[src/rtl/trace_monitor_if.sv]
// Trace stream interface between the trace monitor (master) and its consumer (slave).
// Signals:
//   tr_valid  head entry available (master -> slave)
//   tr_ready  consumer accepts the head entry (slave -> master)
//   tr_pc, tr_inst, tr_rd, tr_wdata  head entry fields (master -> slave)
interface trace_monitor_if #(
    parameter int XLEN = 32
);
    logic            tr_valid;
    logic            tr_ready;
    logic [XLEN-1:0] tr_pc;
    logic [31:0]     tr_inst;
    logic [4:0]      tr_rd;
    logic [XLEN-1:0] tr_wdata;

    modport master (
        output tr_valid, tr_pc, tr_inst, tr_rd, tr_wdata,
        input  tr_ready
    );

    modport slave (
        input  tr_valid, tr_pc, tr_inst, tr_rd, tr_wdata,
        output tr_ready
    );
endinterface

[src/rtl/trace_monitor.sv]
// Retirement trace monitor: captures retiring instructions into a first-word
// fall-through FIFO, counts run cycles / retirements / dropped captures and
// halts a run on a zero instruction, a retirement at HALT_PC, or a timeout.
// Ports:
//   clk, rstn          clock; asynchronous active-high reset
//   start              pulse that (re)starts a run, clearing counters and FIFO
//   trace_mode         0 off, 1 all retired, 2 RegWrite-only, 3 off
//   wb_*               write-back retirement bus
//   tr                 trace stream (master side)
//   running, halted    registered state decodes
//   halt_reason        0 none, 1 HALT_PC, 2 timeout, 3 zero instruction
//   cycle_cnt, retire_cnt, drop_cnt, overflow  run statistics
//
// state  | meaning
// IDLE   | after reset, waiting for the first start
// RUN    | counting, capturing and checking halt conditions
// HALT   | counters frozen, FIFO still drains, waiting for start
module trace_monitor #(
    parameter int              XLEN    = 32,
    parameter int              DEPTH   = 16,
    parameter int              TIMEOUT = 1000,
    parameter logic [XLEN-1:0] HALT_PC = 32'h0000_0400,
    parameter int              CW      = 16
) (
    input  logic             clk,
    input  logic             rstn,
    input  logic             start,
    input  logic [1:0]       trace_mode,
    input  logic             wb_valid,
    input  logic [XLEN-1:0]  wb_pc,
    input  logic [31:0]      wb_inst,
    input  logic             wb_regwrite,
    input  logic [4:0]       wb_rd,
    input  logic [XLEN-1:0]  wb_wdata,
    trace_monitor_if.master  tr,
    output logic             running,
    output logic             halted,
    output logic [1:0]       halt_reason,
    output logic [CW-1:0]    cycle_cnt,
    output logic [CW-1:0]    retire_cnt,
    output logic [CW-1:0]    drop_cnt,
    output logic             overflow
);
    localparam int AW = $clog2(DEPTH);
    localparam int EW = 2 * XLEN + 37;
    localparam logic [CW-1:0] TO_LAST = CW'(TIMEOUT - 1);

    typedef enum logic [1:0] {S_IDLE, S_RUN, S_HALT} state_t;

    state_t         state, state_nxt;
    logic [1:0]     halt_code;
    logic           active, cap, push, pop, drop, inc_cyc;
    logic [AW:0]    wr_ptr, rd_ptr;
    logic           full, empty;
    logic [EW-1:0]  mem [DEPTH];

    // State register; running/halted are loaded from the next state so they
    // come straight from flops.
    always_ff @(posedge clk or posedge rstn) begin
        if (rstn) begin
            state   <= S_IDLE;
            running <= 1'b0;
            halted  <= 1'b0;
        end else begin
            state   <= state_nxt;
            running <= (state_nxt == S_RUN);
            halted  <= (state_nxt == S_HALT);
        end
    end

    // Next-state logic; start always wins over a halt in the same cycle.
    always_comb begin
        state_nxt = state;
        case (state)
            S_IDLE:  if (start) state_nxt = S_RUN;
            S_RUN:   if (start) state_nxt = S_RUN;
                     else if (halt_code != 2'd0) state_nxt = S_HALT;
            S_HALT:  if (start) state_nxt = S_RUN;
            default: state_nxt = S_IDLE;
        endcase
    end

    // Output/control decode. The start cycle itself is spent restarting, so it
    // neither counts nor captures.
    always_comb begin
        halt_code = 2'd0;
        if (state == S_RUN) begin
            if (wb_valid && wb_inst == 32'd0)     halt_code = 2'd3;
            else if (wb_valid && wb_pc == HALT_PC) halt_code = 2'd1;
            else if (cycle_cnt == TO_LAST)         halt_code = 2'd2;
        end
        active  = (state == S_RUN) && !start;
        cap     = active && wb_valid &&
                  (trace_mode == 2'd1 || (trace_mode == 2'd2 && wb_regwrite));
        pop     = tr.tr_valid && tr.tr_ready;
        push    = cap && (!full || pop);
        drop    = cap && full && !pop;
        // The halting cycle is not counted, so a timeout leaves cycle_cnt at TIMEOUT-1.
        inc_cyc = active && (halt_code == 2'd0);
    end

    always_ff @(posedge clk or posedge rstn) begin
        if (rstn) begin
            cycle_cnt   <= '0;
            retire_cnt  <= '0;
            drop_cnt    <= '0;
            overflow    <= 1'b0;
            halt_reason <= 2'd0;
        end else if (start) begin
            cycle_cnt   <= '0;
            retire_cnt  <= '0;
            drop_cnt    <= '0;
            overflow    <= 1'b0;
            halt_reason <= 2'd0;
        end else if (active) begin
            if (inc_cyc && cycle_cnt != '1)   cycle_cnt  <= cycle_cnt + 1'b1;
            if (wb_valid && retire_cnt != '1) retire_cnt <= retire_cnt + 1'b1;
            if (drop) begin
                overflow <= 1'b1;
                if (drop_cnt != '1) drop_cnt <= drop_cnt + 1'b1;
            end
            if (halt_code != 2'd0) halt_reason <= halt_code;
        end
    end

    // Pointers carry one extra bit so full and empty are distinguishable.
    always_ff @(posedge clk or posedge rstn) begin
        if (rstn) begin
            wr_ptr <= '0;
            rd_ptr <= '0;
        end else if (start) begin
            wr_ptr <= '0;
            rd_ptr <= '0;
        end else begin
            if (push) wr_ptr <= wr_ptr + 1'b1;
            if (pop)  rd_ptr <= rd_ptr + 1'b1;
        end
    end

    always_ff @(posedge clk) begin
        if (push)
            mem[wr_ptr[AW-1:0]] <= {wb_pc, wb_inst,
                                    (wb_regwrite ? wb_rd : 5'd0),
                                    (wb_regwrite ? wb_wdata : {XLEN{1'b0}})};
    end

    assign empty = (wr_ptr == rd_ptr);
    assign full  = (wr_ptr[AW] != rd_ptr[AW]) && (wr_ptr[AW-1:0] == rd_ptr[AW-1:0]);

    assign tr.tr_valid = !empty;
    assign {tr.tr_pc, tr.tr_inst, tr.tr_rd, tr.tr_wdata} = mem[rd_ptr[AW-1:0]];
endmodule

[src/flat_wrapper.sv]
// flat-port wrapper written by rule: the top's interface ports become plain ports
module trace_monitor_flat 
#(
    parameter int              XLEN    = 32,
    parameter int              DEPTH   = 16,
    parameter int              TIMEOUT = 1000,
    parameter logic [XLEN-1:0] HALT_PC = 32'h0000_0400,
    parameter int              CW      = 16
)
  (clk, rstn, start, trace_mode, wb_valid, wb_pc, wb_inst, wb_regwrite, wb_rd, wb_wdata, running, halted, halt_reason, cycle_cnt, retire_cnt, drop_cnt, overflow, tr_tr_valid, tr_tr_pc, tr_tr_inst, tr_tr_rd, tr_tr_wdata, tr_tr_ready);
  trace_monitor_if #(.XLEN(XLEN)) tr_i ();
  input  logic clk;
  input  logic rstn;
  input  logic start;
  input  logic [1:0] trace_mode;
  input  logic wb_valid;
  input  logic [XLEN-1:0] wb_pc;
  input  logic [31:0] wb_inst;
  input  logic wb_regwrite;
  input  logic [4:0] wb_rd;
  input  logic [XLEN-1:0] wb_wdata;
  output logic running;
  output logic halted;
  output logic [1:0] halt_reason;
  output logic [CW-1:0] cycle_cnt;
  output logic [CW-1:0] retire_cnt;
  output logic [CW-1:0] drop_cnt;
  output logic overflow;
  output wire logic [$bits(tr_i.tr_valid)-1:0] tr_tr_valid;
  output wire logic [$bits(tr_i.tr_pc)-1:0] tr_tr_pc;
  output wire logic [$bits(tr_i.tr_inst)-1:0] tr_tr_inst;
  output wire logic [$bits(tr_i.tr_rd)-1:0] tr_tr_rd;
  output wire logic [$bits(tr_i.tr_wdata)-1:0] tr_tr_wdata;
  input wire logic [$bits(tr_i.tr_ready)-1:0] tr_tr_ready;
  assign tr_tr_valid = tr_i.tr_valid;
  assign tr_tr_pc = tr_i.tr_pc;
  assign tr_tr_inst = tr_i.tr_inst;
  assign tr_tr_rd = tr_i.tr_rd;
  assign tr_tr_wdata = tr_i.tr_wdata;
  assign tr_i.tr_ready = tr_tr_ready;
  trace_monitor #(.XLEN(XLEN), .DEPTH(DEPTH), .TIMEOUT(TIMEOUT), .HALT_PC(HALT_PC), .CW(CW)) u_core (.clk(clk), .rstn(rstn), .start(start), .trace_mode(trace_mode), .wb_valid(wb_valid), .wb_pc(wb_pc), .wb_inst(wb_inst), .wb_regwrite(wb_regwrite), .wb_rd(wb_rd), .wb_wdata(wb_wdata), .tr(tr_i), .running(running), .halted(halted), .halt_reason(halt_reason), .cycle_cnt(cycle_cnt), .retire_cnt(retire_cnt), .drop_cnt(drop_cnt), .overflow(overflow));
endmodule
[config.mk]
export PLATFORM = sky130hd
export DESIGN_NAME = trace_monitor_flat
export DESIGN_NICKNAME = d
export VERILOG_FILES = /design/src/rtl/trace_monitor_if.sv /design/src/rtl/trace_monitor.sv /design/src/flat_wrapper.sv
export SDC_FILE = /design/constraint.sdc
export NUM_CORES = 1
export LEC_CHECK = 0
export ABC_CLOCK_PERIOD_IN_PS = 13600
export CAP_MARGIN = 20
export CORE_MARGIN = 2
export CORE_UTILIZATION = 33
export DETAILED_ROUTE_END_ITERATION = 8
export PLACE_DENSITY_LB_ADDON = 0.05
export SYNTH_ARGS = -nofsm -noshare
export SYNTH_HDL_FRONTEND = slang
export SYNTH_SLANG_ARGS = --single-unit
[constraint.sdc]
create_clock -name clk -period 13.6 [get_ports clk]
set_clock_uncertainty 0.15 [all_clocks]
set_input_delay 1.36 -clock clk [delete_from_list [all_inputs] [get_ports clk]]
set_output_delay 1.36 -clock clk [all_outputs]
set_load 0.005 [all_outputs]
[Yosys cells after proc, flatten, opt, wreduce, memory -nomap -nowiden]
Memories as Yosys holds them, arrays and structs flattened.
Index checks and enable logic that the tools add are counted.
Cells by class
  eq/ne operators: 14
  reduce and logical (&&, ||, !) cells: 38
  muxes and demuxes: 32
  add/sub/neg operators: 5
Operators with widths (count)
  2-to-1 mux 16 bit: 10
  adder 16 x 1 -> 16 bit (second input constant): 3
  != test 16 bit (second input constant): 3
  == test 32 x 11 -> 1 bit (second input constant): 1
  zero test 32 bit: 1
  2-to-1 mux 32 bit: 1
  2-to-1 mux 5 bit: 5
  2-to-1 mux 2 bit: 10
  nonzero test 2 bit: 9
  == test 16 x 10 -> 1 bit (second input constant): 1
  logical AND 1 bit: 14
  adder 5 x 1 -> 5 bit (second input constant): 2
  AND reduction 2 bit: 4
  == test 2 x 1 -> 1 bit (second input constant): 3
  == test 2 bit (second input constant): 3
  == test 5 bit: 1
  2-to-1 mux 1 bit: 5
  == test 4 bit: 1
  zero test 1 bit: 4
  zero test 2 bit: 2
  case mux 2 bit (2 select lines): 1
  AND reduction 3 bit: 1
  logical OR 1 bit: 2
  OR reduction 2 bit: 1
  != test 1 bit: 1
Word-level totals
  memories kept: 1
  input bits: 109
  bits in registers: 65
  memory bits (writable): 1616
Memories
  u_core.mem: words 16, bits a word 101, read ports 1, clocked after memory_dff 0, wr ports 1, RTL line trace_monitor.sv:55  | logic [EW-1:0] mem [DEPTH];

[Depth between registers and ports, before layout]
Gate-level depths: netlist of the first run.
  depth in word-level cells: 11
  gate-level depth with buffers: 7

[Worst setup path before layout of the first run]
OpenSTA, ideal clock, no wires.
  kind: in2reg
  start point: input trace_mode[1]
  end point: memory u_core.mem[3][0] in the netlist's numbering (enable)
  required time: 12765 ps
  stages: 4
  path slack: 3904 ps
  arrival: 8861 ps
  path buffers: 0
  cells stage by stage: nand2b_1 a211oi_2 o211ai_1 nor3_1
Between the ends
  word-level cells in the longest chain between the ends: 7
  elaborated cells on any way between the ends: 8
  classes of those cells: eq/ne: 2; mux: 2; reduce/logical: 4
Ends and longest elaborated chain
  from (decl): RTL line flat_wrapper.sv:15  | input logic [1:0] trace_mode;
  == test 2 bit: RTL line trace_monitor.sv:94  | (trace_mode == 2'd1 || (trace_mode == 2'd2 && wb_regwrite));
  logical AND 1 bit: RTL line trace_monitor.sv:94
  logical OR 1 bit *: RTL line trace_monitor.sv:94
  logical AND 1 bit *: RTL line trace_monitor.sv:93  | cap = active && wb_valid &&
  logical AND 1 bit *: RTL line trace_monitor.sv:96  | push = cap && (!full || pop);
  2-to-1 mux 1 bit *: RTL line trace_monitor.sv:141  | if (push)
  2-to-1 mux 1 bit *: RTL line trace_monitor.sv:143  | (wb_regwrite ? wb_rd : 5'd0),
  to (decl): RTL line trace_monitor.sv:55
Mark *: on every way between the ends. The rest lies on a longest branch, timed or not.

[Worst setup path in the final report of the first run]
  start point: register u_core.rd_ptr[0]
  end point: output tr_tr_inst[8]
Between the ends
  word-level cells in the longest chain between the ends: 1
Ends and longest elaborated chain
  from (decl): RTL line trace_monitor.sv:53  | logic [AW:0] wr_ptr, rd_ptr;
  from (signal assigned): RTL line trace_monitor.sv:136  | if (pop) rd_ptr <= rd_ptr + 1'b1;
  memory (16 x 101 bit)
  to (decl): RTL line flat_wrapper.sv:31  | output wire logic [$bits(tr_i.tr_inst)-1:0] tr_tr_inst;
No other way between the ends.

==> results of run 1 <==
-- how the worst max path moves through the flow --
stage | endpoint | slack (ns) | cells past startpoint
final | tr_tr_inst[8] | 6.81 | 5
after floorplan | u_core.mem[3][0]$_DFFE_PP_ | 3.90 | 4
after CTS | tr_tr_inst[8] | 6.52 | 5
after global routing | tr_tr_inst[8] | 6.28 | 5
after detailed placement | u_core.mem[12][0]$_DFFE_PP_ | 6.94 | 8
after global placement | u_core.mem[12][0]$_DFFE_PP_ | 7.05 | 8
-- placed cells by master (no fill, tap or decap), drive strengths merged, types with 3 or more instances in the layout --
| cell | n |
|---|---|
| or3 | 6 |
| bufinv | 8 |
| xor2 | 17 |
| clkinv | 69 |
| o31ai | 16 |
| nor3 | 7 |
| and4 | 7 |
| xnor2 | 7 |
| clkbuf | 249 |
| mux2i | 6 |
| inv | 15 |
| mux4 | 505 |
| o211ai | 8 |
| buf | 59 |
| a21oi | 25 |
| edfxtp | 1616 |
| and3 | 20 |
| ha | 8 |
| o21ai | 12 |
| nand2b | 11 |
| mux2 | 12 |
| nor4b | 5 |
| nor2 | 50 |
| o2111ai | 4 |
| nand3 | 17 |
| dfrtp | 65 |
| and2 | 40 |
| a211oi | 3 |
| or4 | 15 |
| nor2b | 18 |
| nand2 | 14 |
| clkdlybuf4s50 | 261 |
| nand4 | 22 |
| clkinvlp | 6 |
| nor4 | 23 |
-- cell families after synthesis --
logic type,Yosys count,synth area share
buf+inv,146,0.00982
compound gates,75,0.00752
fa+ha+maj,8,0.00155
simple gates,263,0.0238
flops,1681,0.775
mux,523,0.179
xor+xnor,24,0.00348
-- worst max-delay path: cells and delay by family, from the launching register on --
kind / cells / cell delay (ns)
flip-flops: 1 / 1.06
buffers and inverters: 3 / 2.13
multiplexers: 2 / 1.17
-- state kept, by name (all words and copies together), names as in the netlist --
register / cells
u_core.mem: 1616
u_core.drop_cnt: 16
u_core.halt_reason: 2
u_core.cycle_cnt: 16
u_core.running: 1
u_core.wr_ptr: 5
u_core.rd_ptr: 5
u_core.overflow: 1
u_core.retire_cnt: 16
u_core.state: 2
u_core.halted: 1
-- where the power goes --
group          switching, uW  internal, uW  total, uW
Combinational            248           245        493
Clock                   2000          2730       4730
Sequential              13.9          5690       5700
-- layout make-up --
type / count / area [um2]
diodes: 2 / 5.00
clock inverters: 90 / 663
inverters: 8 / 30.0
fillers: 17300 / 118000
multi-input cells: 893 / 14000
clock buffers: 249 / 5020
repair buffers: 320 / 3170
flip-flops and latches: 1681 / 50200
well taps: 2624 / 3280
-- stage by stage --
step	cell area (um2)	setup slack (ns)	total power [uW]	std cells	hold slack [ns]
floorplan	64700	3.90	6090	2720	0.319
global placement	70600	7.05	6310	5523	0.337
detailed placement	70600	6.94	6320	5524	0.371
CTS	76300	6.52	11100	5863	0.376
global route	76300	6.28	11300	5866	0.407
finish	76300	6.81	10900	5867	0.377
-- per-layer routing --
layer | track usage | vias up
li1 | - | 12500
met1 | 0.238 | 16700
met2 | 0.294 | 714
met3 | 0.0319 | 245
met4 | 0.0456 | 14
met5 | 0 | -
-- synthesized netlist by cell type, types with 4 or more instances --
cell,number,area [um2]
or4_1,15,113
nor2b_1,18,113
buf_2,58,290
or3_1,6,37.5
nand4_1,22,138
o31ai_1,16,120
and3_1,20,125
nand2b_1,11,68.8
mux2i_1,6,60.1
edfxtp_1,1616,48500
buf_1,19,71.3
and4_1,7,61.3
o211ai_1,8,60.1
xor2_1,17,149
o21ai_0,10,50.1
mux2_1,12,135
nand2_1,14,52.6
nor4_1,22,138
and2_1,40,250
nand3_1,17,85.1
mux4_2,505,11400
inv_1,8,30.0
a21oi_1,25,125
xnor2_1,5,43.8
o2111ai_1,4,35.0
clkbuf_1,59,221
ha_1,8,100
nor2_1,50,188
dfrtp_1,65,1630
nor4b_1,5,43.8
nor3_1,6,30.0
==> summary.md, run 1 <==
| Metric | Value |
|---|---|
| FFs w/ async S/R, synth | `0.0387` |
| Arrival @ worst endpoint | `5.28 ns` |
| Reg2Reg Setup Slack | `8.13 ns` |
| GR Util All Layers | `0.176` |
| Leakage Power | `0.0229 uW` |
| DR WL met3 | `7.98 mm` |
| Yosys reg bits | `1681` |
| Status | `finished clean` |
| Worst flop-to-flop path startpoint | `u_core.rd_ptr[0]$_DFFE_PP0P_` |
| Final count of hold timing violations | `0` |
| Via count | `30200` |
| Post-Route Utilization | `0.392` |
| Routability cong. | `0.719` |
| Highest signal layer in the routed design | `met5` |
| Reg2reg end | `u_core.mem[12][11]$_DFFE_PP_` |
| Crit path kind | `flip-flop to primary output` |
| Wire length per cell | `29.7 um` |
| Yosys warnings | `0` |
| Post-Route WL | `175 mm` |
| Clock Sinks | `1681` |
| Clk pin slew, worst setup/hold paths | `0.05 ns` |
| Worst VDD drop | `0.000112 V` |
| Clock buffer depth | `3` |
| PostCTS Resize Cnt | `0` |
| WP data required | `12.09 ns` |
| Crit. End Element | `primary output` |
| Port Buffer Count | `263` |
| Synth-to-layout area growth | `18.0%` |
| Via-to-Cell Ratio | `5.14` |
| Worst hold path type | `flip-flop to flip-flop` |
| Mapped cell area | `64700 um2` |
| Wire length of the first global-routing pass | `249 mm` |
| Worst Setup SP | `u_core.rd_ptr[0]$_DFFE_PP0P_` |
| Largest net degree at the start of global routing | `132` |
| Crit path largest cell delay | `1.06 ns` |
| Hold path startpoint | `u_core.wr_ptr[4]$_DFFE_PP0P_` |
| Initial core utilization | `0.332` |
| CP Cell Sequence | `buf_4 > buf_4 > mux4_2 > mux4_2 > clkdlybuf4s50_1` |
| Antenna-violating nets left | `0` |
| Die area | `200000 um2` |
| Layout net count | `3208` |
| TNS Setup | `0 ns` |
| WHS Path Cells | `1` |
| Top Ports | `264` |
| Hold Path End | `u_core.wr_ptr[4]$_DFFE_PP0P_` |
| Setup Buffers After CTS | `0` |
| Hold-fix buffers, CTS | `0` |
| Fmax | `0.147 GHz` |
| Rel. slew slack | `0.238` |
| Synth unique cells | `50` |
| Final Max Slew Viols | `0` |
| Final Cycle Share | `0.499` |
| Iter 0 DRT Violations | `2231` |
| Dpl hpwl | `90.8 mm` |
| Final Setup Violations | `0` |
| Fin crit period | `6.79 ns` |
| Row count | `162` |
| Sequential element share of the synthesized area | `0.775` |
| Worst-path cell with the longest stage delay | `dfrtp_4` |
| Worst-Skew Late Latency | `0.80 ns` |
| Die width | `447 um` |
| Top_reg_cell synth | `edfxtp_1` |
| Core area | `195000 um2` |
| Layout cell share with drive strength beyond 1 | `0.257` |
| CTS tree | `built` |
| Worst-Margin Slew | `1.14 ns` |
| Max Cap Viol | `0` |
| H-tree Lvls | `4` |
| Wire length on met2 | `87.3 mm` |
| Worst r2r path cells | `6` |
| Startpoint types | `flip-flop` |
| DRC Markers | `0` |
| Num CTS Buffers | `187` |
| Unrepaired setup endpoints after global routing | `no` |
| PwrDens | `143 nW/um2` |
| Metal-1 WL | `75.6 mm` |
| CP max FO | `46` |
| Vias in the first global route | `32900` |
| Die Y | `447 um` |
| DRT Pass-1 Iters | `5` |
| Gr ovfl total | `0` |
| Clk root buf | `clkbuf_16` |
| Cells after Synth | `2720` |
| Mapped Avg Cell Area | `23.8 um2` |
| Initial antenna violation count | `23` |
| Synthesized net count | `2837` |
| Post-synth EDFFs | `1616` |
Power figures use the tool's default switching activity.
==> inputs of run 2 (changes only) <==
--- a/config.mk
+++ b/config.mk
@@ -5,7 +5,7 @@
 export SDC_FILE = /design/constraint.sdc
 export NUM_CORES = 1
 export LEC_CHECK = 0
-export ABC_CLOCK_PERIOD_IN_PS = 13600
+export ABC_CLOCK_PERIOD_IN_PS = 6090
 export CAP_MARGIN = 20
 export CORE_MARGIN = 2
 export CORE_UTILIZATION = 33
==> constraint.sdc (replaced) <==
create_clock -name clk -period 6.09 [get_ports clk]
set_clock_uncertainty 0.15 [all_clocks]
set_input_delay 0.609 -clock clk [delete_from_list [all_inputs] [get_ports clk]]
set_output_delay 0.609 -clock clk [all_outputs]
set_load 0.005 [all_outputs]
==> run 2 against run 1 <==
Core utilization up 0.50 points; critical path depth did not move; routed wire length rose by 0.50%; critical endpoint is now tr_tr_wdata[13]; largest cell class unchanged.
==> summary.md, run 2 (same netlist as run 1, synthesis figures left out) <==
| Metric | Value |
|---|---|
| Synth-to-layout area growth | `19.5%` |
| Wire length per cell | `29.6 um` |
| Most frequent cells in the layout | `1616 x edfxtp_1, 505 x mux4_2, 261 x clkdlybuf4s50_1, 187 x clkbuf_16, 61 x dfrtp_1` |
| Routability cong. | `0.730` |
| Layout fillers | `17200` |
| Worst VDD drop | `0.000272 V` |
| Final Max Slew Viols | `0` |
| Fin crit period | `4.96 ns` |
| Clk root buf | `clkbuf_16` |
| Final Cell Area | `77300 um2` |
| Setup Buffers After CTS | `0` |
| DRC Markers | `0` |
| PostCTS Resize Cnt | `0` |
| Reg2Reg Setup Slack | `2.11 ns` |
| WP data required | `5.33 ns` |
| CP max FO | `38` |
| Number of flip-flops in the largest register | `1616` |
| Clock Sinks | `1681` |
| Initial core utilization | `0.332` |
| Crit. End Element | `primary output` |
| Clk pin slew, worst setup/hold paths | `0.06 ns` |
| Hold-fix buffers, CTS | `0` |
| Final count of hold timing violations | `0` |
| H-tree Lvls | `4` |
| Status | `finished clean` |
| Pre-CTS setup slack | `1.63 ns` |
| Antenna-violating nets left | `0` |
| Crit path kind | `flip-flop to primary output` |
| DP Area | `71500 um2` |
| Post-Route WL | `175 mm` |
| Hold Path End | `u_core.drop_cnt[0]$_DFFE_PP0P_` |
| Via count | `30300` |
| Setup ws final | `1.13 ns` |
| Reg2reg end | `u_core.mem[7][25]$_DFFE_PP_` |
| Fmax | `0.202 GHz` |
| Die Y | `447 um` |
| Num CTS Buffers | `187` |
| Clock buffer depth | `3` |
| Core area | `195000 um2` |
| Worst flop-to-flop path startpoint | `u_core.rd_ptr[0]$_DFFE_PP0P_` |
| Initial antenna violation count | `21` |
| Max Cap Viol | `0` |
| CTS tree | `built` |
| Worst hold path type | `input pin to flip-flop` |
| Rel. slew slack | `0.214` |
| Startpoint types | `flip-flop` |
| Final Setup Violations | `0` |
| Iter 0 DRT Violations | `2515` |
| Layout Cells excl Fill | `5917` |
| Dpl hpwl | `98.4 mm` |
| Row count | `162` |
| Top Ports | `264` |
| Via-to-Cell Ratio | `5.12` |
| Layout cell share with drive strength beyond 1 | `0.270` |
| Unrepaired setup endpoints after global routing | `no` |
| Placed Cells incl. Taps | `5572` |
| Wire length of the first global-routing pass | `250 mm` |
| Footprint of the multi-input gates | `14000 um2` |
| Leakage Power | `0.0234 uW` |
| Worst-Skew Late Latency | `0.81 ns` |
| Largest net degree at the start of global routing | `87` |
| Commonest non-fill, non-tap cell in the layout | `edfxtp_1` |
| WHS Path Cells | `2` |
| PwrDens | `319 nW/um2` |
| Hold path startpoint | `start` |
| Vias in the first global route | `33000` |
| Worst r2r path cells | `5` |
| Arrival @ worst endpoint | `4.20 ns` |
| Port Buffer Count | `263` |
| DRT Pass-1 Iters | `5` |
| Die area | `200000 um2` |
| Die width | `447 um` |
| Area taken by flip-flops and latches | `50200 um2` |
| Layout net count | `3254` |
| Gr ovfl total | `0` |
| Worst-Margin Slew | `1.18 ns` |
| GR Util All Layers | `0.177` |
| Final Cycle Share | `0.814` |
run 2: changes by cell type in the layout (fill, tap and decap cells not counted), moves of 2 or more:
cell        before  now
buf_16           2    0
clkinv_2        22   28
clkbuf_1        56   40
clkinv_8         2    6
inv_6            7    9
buf_4           49   55
clkinv_1        44   52
bufinv_16        8   14
buf_12           6   47
clkinvlp_4       6    2
clkbuf_16      191  187
run 2: where the power goes:
part | internal (uW) | total, uW | switching [uW]
sequential | 12700 | 12700 | 30.2
clock | 6260 | 10800 | 4550
combinational | 573 | 1160 | 585
total | 19500 | 24700 | 5170
run 2: worst max-delay path, cell delays in order (launching register included):
cell	delay, ns
dfrtp_4	1.02
buf_12	0.36
buf_4	0.32
mux4_2	0.58
mux4_2	0.48
clkdlybuf4s50_1	0.48
run 2: cell type report:
cell class | count | area share
inverters | 8 | 0.000388
flip-flops and latches | 1681 | 0.649
repair buffers | 366 | 0.0515
well taps | 2624 | 0.0425
multi-input cells | 893 | 0.181
clock inverters | 112 | 0.0125
clock buffers | 230 | 0.0630
diodes | 3 | 0.0000971
run 2: metal layers:
metal,routed length [um],GRT usage,part of all wire
met1,76800,0.241,0.44
met2,86200,0.291,0.49
met3,7970,0.0347,0.045
met4,4370,0.0506,0.025
met5,121,0,0.00069
run 2: through the flow:
| stage | total power, uW | utilization | setup TNS [ns] | hold slack, ns |
|---|---|---|---|---|
| finish | 24700 | 0.397 | 0 | 0.193 |
| CTS | 25100 | 0.397 | 0 | 0.112 |
| global route | 25600 | 0.397 | 0 | 0.185 |
| floorplan | 13600 | - | -77.08 | 0.319 |
| detailed placement | 14200 | 0.367 | 0 | 0.358 |
| global placement | 14200 | 0.367 | 0 | 0.344 |
run 2: worst max path at each step:
| stage | start | to | depth (start not counted) |
|---|---|---|---|
| 2_1_floorplan | trace_mode[1] | u_core.mem[11][0]$_DFFE_PP_ | 4 |
| 4_1_cts | u_core.rd_ptr[0]$_DFFE_PP0P_ | tr_tr_wdata[13] | 5 |
| 5_1_grt | u_core.rd_ptr[0]$_DFFE_PP0P_ | tr_tr_wdata[13] | 5 |
| 6_report | u_core.rd_ptr[0]$_DFFE_PP0P_ | tr_tr_wdata[13] | 5 |
| 3_5_place_dp | wb_valid | u_core.mem[7][24]$_DFFE_PP_ | 6 |
| 3_3_place_gp | wb_inst[1] | u_core.cycle_cnt[13]$_DFFE_PP0P_ | 7 |
